File: src/rtl/sequenceur_lancer.sv
// Roll controller placed after the die-type selector.
// It latches the selected die when the roll button rises, spins an animated
// value while the button is held, then reduces a free-running LFSR sample into
// [min, min+faces-1] by repeated subtraction. It also gates "next die type"
// requests while a roll is in flight.
module sequenceur_lancer #(
  parameter logic [15:0] GRAINE    = 16'hACE1,
  parameter int          ROULE_MIN = 32,
  parameter int          ANIM_DIV  = 4
) (
  input  logic       horloge,
  input  logic       raz,
  input  logic       lancer,
  input  logic       suivant_in,
  input  logic [6:0] min_de,
  input  logic [6:0] faces_de,
  output logic       suivant_out,
  output logic [6:0] affichage,
  output logic [6:0] resultat,
  output logic       resultat_valide,
  output logic       occupe,
  output logic       erreur
);

  // An all-zero seed would lock the LFSR, so it falls back to the default seed.
  localparam logic [15:0] GRAINE_EFF = (GRAINE == 16'h0000) ? 16'hACE1 : GRAINE;
  localparam int CPT_W = $clog2(ROULE_MIN) + 1;
  localparam int DIV_W = $clog2(ANIM_DIV) + 1;

  typedef enum logic [1:0] {
    REPOS   = 2'd0,
    ROULE   = 2'd1,
    REDUIT  = 2'd2,
    AFFICHE = 2'd3
  } etat_t;

  etat_t             etat_q, etat_d;
  logic [15:0]       lfsr_q, lfsr_d;
  logic              lancer_q;
  logic              arme_q, arme_d;
  logic [6:0]        min_q, min_d;
  logic [6:0]        faces_q, faces_d;
  logic [CPT_W-1:0]  cpt_q, cpt_d;
  logic [DIV_W-1:0]  div_q, div_d;
  logic [7:0]        reste_q, reste_d;
  logic [6:0]        affichage_q, affichage_d;
  logic [6:0]        resultat_q, resultat_d;
  logic              valide_q, valide_d;
  logic              erreur_q, erreur_d;

  logic              lancer_front;
  logic              demarrer;
  logic [6:0]        anim_haut;
  logic [6:0]        somme;

  // Galois LFSR (mask 16'hB400) advancing on every cycle in every state.
  always_comb begin
    lfsr_d = lfsr_q >> 1;
    if (lfsr_q[0]) begin
      lfsr_d = (lfsr_q >> 1) ^ 16'hB400;
    end
  end

  // Rising edge of the roll button; arme_q suppresses the edge when the
  // button is already held as reset is released, until it is seen low once.
  always_comb begin
    arme_d       = arme_q | ~lancer;
    lancer_front = lancer & ~lancer_q & arme_q;
  end

  // Next-state and output decode of the roll sequencer.
  always_comb begin
    etat_d      = etat_q;
    min_d       = min_q;
    faces_d     = faces_q;
    cpt_d       = cpt_q;
    div_d       = div_q;
    reste_d     = reste_q;
    affichage_d = affichage_q;
    resultat_d  = resultat_q;
    valide_d    = valide_q;
    erreur_d    = erreur_q;
    suivant_out = 1'b0;
    occupe      = 1'b0;
    demarrer    = 1'b0;
    anim_haut   = min_q + faces_q - 7'd1;
    somme       = min_q + reste_q[6:0];

    case (etat_q)
      REPOS: begin
        suivant_out = suivant_in;
        if (lancer_front) begin
          demarrer = 1'b1;
        end
      end

      ROULE: begin
        occupe = 1'b1;
        if (cpt_q != {CPT_W{1'b1}}) begin
          cpt_d = cpt_q + 1'b1;
        end
        if (div_q == DIV_W'(ANIM_DIV - 1)) begin
          div_d = '0;
          if (faces_q <= 7'd1) begin
            affichage_d = min_q;
          end else if (affichage_q == anim_haut) begin
            affichage_d = min_q;
          end else begin
            affichage_d = affichage_q + 7'd1;
          end
        end else begin
          div_d = div_q + 1'b1;
        end
        if (!lancer && (cpt_q >= CPT_W'(ROULE_MIN - 1))) begin
          reste_d = lfsr_q[7:0];
          etat_d  = REDUIT;
        end
      end

      REDUIT: begin
        occupe = 1'b1;
        if (faces_q == 7'd0) begin
          resultat_d  = min_q;
          affichage_d = min_q;
          erreur_d    = 1'b1;
          valide_d    = 1'b0;
          etat_d      = AFFICHE;
        end else if (reste_q >= {1'b0, faces_q}) begin
          reste_d = reste_q - {1'b0, faces_q};
        end else begin
          resultat_d  = somme;
          affichage_d = somme;
          erreur_d    = 1'b0;
          valide_d    = 1'b1;
          etat_d      = AFFICHE;
        end
      end

      AFFICHE: begin
        suivant_out = suivant_in;
        if (suivant_in) begin
          valide_d    = 1'b0;
          affichage_d = 7'd0;
          etat_d      = REPOS;
        end else if (lancer_front) begin
          demarrer = 1'b1;
        end
      end

      default: begin
        etat_d = REPOS;
      end
    endcase

    if (demarrer) begin
      min_d       = min_de;
      faces_d     = faces_de;
      cpt_d       = '0;
      div_d       = '0;
      affichage_d = min_de;
      etat_d      = ROULE;
    end
  end

  // State and datapath registers with synchronous active-high reset.
  always_ff @(posedge horloge) begin
    if (raz) begin
      etat_q      <= REPOS;
      lfsr_q      <= GRAINE_EFF;
      lancer_q    <= 1'b0;
      arme_q      <= 1'b0;
      min_q       <= '0;
      faces_q     <= '0;
      cpt_q       <= '0;
      div_q       <= '0;
      reste_q     <= '0;
      affichage_q <= '0;
      resultat_q  <= '0;
      valide_q    <= 1'b0;
      erreur_q    <= 1'b0;
    end else begin
      etat_q      <= etat_d;
      lfsr_q      <= lfsr_d;
      lancer_q    <= lancer;
      arme_q      <= arme_d;
      min_q       <= min_d;
      faces_q     <= faces_d;
      cpt_q       <= cpt_d;
      div_q       <= div_d;
      reste_q     <= reste_d;
      affichage_q <= affichage_d;
      resultat_q  <= resultat_d;
      valide_q    <= valide_d;
      erreur_q    <= erreur_d;
    end
  end

  assign affichage       = affichage_q;
  assign resultat        = resultat_q;
  assign resultat_valide = valide_q;
  assign erreur          = erreur_q;

endmodule

File: config.mk
export PLATFORM = sky130hd
export DESIGN_NAME = sequenceur_lancer
export DESIGN_NICKNAME = d
export VERILOG_FILES = /design/src/rtl/sequenceur_lancer.sv
export SDC_FILE = /design/constraint.sdc
export NUM_CORES = 1
export LEC_CHECK = 0
export CAP_MARGIN = 30
export CORE_MARGIN = 8
export CORE_UTILIZATION = 32
export CTS_BUF_LIST = sky130_fd_sc_hd__clkbuf_8
export DETAILED_ROUTE_END_ITERATION = 8
export PLACE_DENSITY = 0.49
export SKIP_CTS_REPAIR_TIMING = 1
export SLEW_MARGIN = 20
export SYNTH_ARGS = -nofsm -noshare
export SYNTH_HDL_FRONTEND = slang
export SYNTH_SLANG_ARGS = --single-unit
export TNS_END_PERCENT = 100
File: constraint.sdc
create_clock -name horloge -period 6.4 [get_ports horloge]
set_input_delay 1.6 -clock horloge [delete_from_list [all_inputs] [get_ports horloge]]
set_output_delay 1.6 -clock horloge [all_outputs]
set_load 0.005 [all_outputs]
==> flow_summary_export.csv <==
group,metric,value,unit
place,placement_stage_cell_area,4624,um2
synthesis,ys_top_cells_by_count,"67 x dfxtp_1, 51 x nor2_1, 47 x nand2_1",
synthesis,synthesis.instances,489,
power,vdd.ir_drop.worst,157.4,uV
routing,detailedRoute.firstPassIterationCount,4,
synthesis,synth_seq_cells,67,
timing,fmaxAchievable,231.2,MHz
routing,num_vias,3350,
finish,finalNetCount,573,
worst_setup_path,crit_reg_reg_startpoint,"min_q[1]$_SDFFE_PP0P_",
grt,grt_use_total,0.1364,
finish,stdcell_area,4818,um2
timing,setup_tns,0,ns
timing,hold_violations_final,0,
clock_tree,tritoncts,"built",
power,design_power_total,1.817,mW
worst_setup_path,timing.critical_path.to,"suivant_out",
status,outcome,"complete, no violations",
die,die_area,16840,um2
place,dp_hpwl,8.159,mm
timing,timing.clock.skew,0.008536,ns
synthesis,synth_most_common_cell,"dfxtp_1",
worst_setup_path,timing.reg2reg.setup_slack,2.75,ns
worst_setup_path,arrival,2.73,ns
timing,timing.max_slew.rel_slack,0.4419,
clock_tree,h-tree-depth,3,
worst_setup_path,crit_path_start,"suivant_in",
clock_tree,latest_clock_arrival_within_the_worst_skew_pair,0.36,ns
routing,average_routed_wire_per_standard_cell,15.73,um
grt,first_global_vias,3346,
run,max_cap_viol_count,0,
worst_setup_path,timing.critical_path.fanout_max,2,
synthesis,yosys.cell_types.count,70,
clock_tree,clock_sinks,67,
grt,grt_start_max_net_pins,37,
power,p_seq_frac,0.307,
die,fp.dieH,129.8,um
routing,detail-route-antenna-nets,0,
power,p_leak,1.870,nW
power,power.internal,1.078,mW
die,fp-row-count,41,
worst_setup_path,timing.critical_path.from_type,"input port",
synthesis,mappedNetlistNets,544,
power,comb_power_share,0.496,
grt,globalRoute.totalOverflow,0,
routing,vias_per_cell,4.827,
die,io_pins,36,
synthesis,synth_sequential_area_ratio,0.3238,
power,pwr_density_cell,377.2,nW/um2
worst_setup_path,worstSetupPathType,"in -> out",
place,gp_congestion,0.8496,
clock_tree,longest_clk_path_bufs,2,
timing,timing_worst_slew_pin_value,0.8372,ns
routing,drt_drc_violations_left,0,
timing,final_number_of_setup_violating_endpoints,0,
timing,rsz_0062_raised_after_global_routing,"no",
die,core_area,12620,um2
finish,n_antenna_cell,0,
timing,finalCriticalPeriod,4.326,ns
timing,timing_max_transition_violations_final,0,
die,start_util,0.3283,
synthesis,synth_flop_cell,"dfxtp_1",
routing,routed_wirelength,10.92,mm
timing,post_route_worst_hold_slack,0.4077,ns
synthesis,synth_warn,0,
synthesis,synth_area,4143,um2
finish,drive_gt1_frac,0.09770,
worst_setup_path,crit_required,4.80,ns
clock_tree,cts_made_buffers,9,
worst_setup_path,worstSetupEndpointType,"primary output",
routing,detail_route.iter0.violations,166,
finish,post-route-util,0.3818,
finish,area_delta_synth_final,16.31,%
worst_setup_path,r2r_end,"affichage[3]$_SDFFE_PP0P_",
clock_tree,cts.clk_slew.worst_paths,0.06,ns
power,pwr-share-clk,0.197,
grt,grt_antenna_before_repair,0,
synthesis,post_synth_main_area_contributors,"dfxtp_1 32%, ha_1 10%, nor2_1 4.6%",
synthesis,synthArstFlopShare,0,
synthesis,synth_edf_count,0,
synthesis,synth_area_per_cell,8.472,um2
place,io_buffer_count,35,
synthesis,yosysTopAreaCellShare,0.3238,
power,power.switching_fraction,0.4070,
worst_setup_path,reg2regPathDepth,12,
die,die-width,129.8,um
synthesis,synth_area_leader_cell,"dfxtp_1",
timing,finalCritPeriodShare,0.6759,
clock_tree,cts-root-buf,"clkbuf_8",
grt,grt_pass1_wl,17.74,mm
power,p_sw,739.8,uW
hold_path,holdCritPathClass,"reg -> reg",
flip-flops by register name (all words and copies together) (netlist names):
register	count
faces_q	7
affichage	7
arme_q	1
reste_q	8
div_q	3
cpt_q	6
resultat_valide	1
erreur	1
lancer_q	1
etat_q	2
min_q	7
resultat	7
lfsr_q	16
worst max-delay path, cell delays in order:
cell             delay [ns]
clkdlybuf4s50_1        0.48
nor2b_1                0.13
clkdlybuf4s50_1        0.51
metrics by stage:
step / cells / worst slack, ns
detailed placement: 679 / 2.073
floorplan: 489 / 3.069
global placement: 679 / 2.076
finish: 694 / 2.074
global route: 694 / 1.995
CTS: 694 / 2.055
cells in the final DEF, fill, tap and decap left out, types with 3 or more instances in the layout:
cell             count
a21o_1               4
xor2_1              13
mux2i_1             15
nor2_1              51
buf_4                4
clkbuf_8            11
a211oi_1             7
nand2_1             47
nand3_1             14
or2_2                8
nor2_2               4
nand2b_1             6
fa_1                 3
a221oi_1             5
a221o_1              3
dfxtp_1             67
xnor2_1             17
a21oi_1             36
nor3_1               5
o21ai_0             15
ha_1                34
and3_1               4
clkdlybuf4s50_1     34
o21a_1               4
inv_1               35
o21ai_1              5
nor2b_1             12
a211oi_2             4
kinds of logic after synthesis:
logic type               count (synthesis)  share of synthesized area
multiplexers                            17                    0.04168
AND/OR/NAND/NOR                        175                     0.2120
AO/OA/AOI/OAI                          109                     0.1857
flip-flops                              67                     0.3238
XOR/XNOR                                30                    0.06342
buffers and inverters                   54                    0.05618
adder cells (fa/ha/maj)                 37                     0.1172
layer usage:
layer / up-vias / wire (um) / global-route usage
li1: 1754 / - / -
met1: 1548 / 5463 / 0.1742
met2: 37 / 4931 / 0.2193
met3: 11 / 403 / 0.03998
met4: 0 / 117 / 0.03689
met5: - / 0 / 0
area by class of cell:
type,count,area [um2]
clock inverter,4,42.54
tap,172,215.2
fill,1369,7801
multi-input combinational,368,2569
timing repair buffer,39,375.4
clock buffer,11,151.4
inverter,33,123.9
sequential,67,1341
power by group through the flow:
| stage | sequential (mW) | clock, mW | combinational [mW] |
|---|---|---|---|
| 2_1_floorplan | 0.545 | 0 | 0.686 |
| 3_3_place_gp | 0.568 | 0 | 0.893 |
| 3_5_place_dp | 0.570 | 0 | 0.898 |
| 4_1_cts | 0.560 | 0.373 | 0.907 |
| 5_1_grt | 0.568 | 0.393 | 1.00 |
| 6_report | 0.558 | 0.357 | 0.902 |
how the worst min path moves through the flow:
stage / end / from / depth (start not counted)
after global placement: lfsr_q[7]$_SDFF_PP1_ / lfsr_q[8]$_SDFF_PP0_ / 1
after global routing: lfsr_q[11]$_SDFF_PP1_ / lfsr_q[12]$_SDFF_PP0_ / 1
after detailed placement: lfsr_q[7]$_SDFF_PP1_ / lfsr_q[8]$_SDFF_PP0_ / 1
after CTS: lfsr_q[7]$_SDFF_PP1_ / lfsr_q[8]$_SDFF_PP0_ / 1
final: lfsr_q[7]$_SDFF_PP1_ / lfsr_q[8]$_SDFF_PP0_ / 1
after floorplan: lfsr_q[11]$_SDFF_PP1_ / lfsr_q[12]$_SDFF_PP0_ / 1
Power figures use the tool's default switching activity.
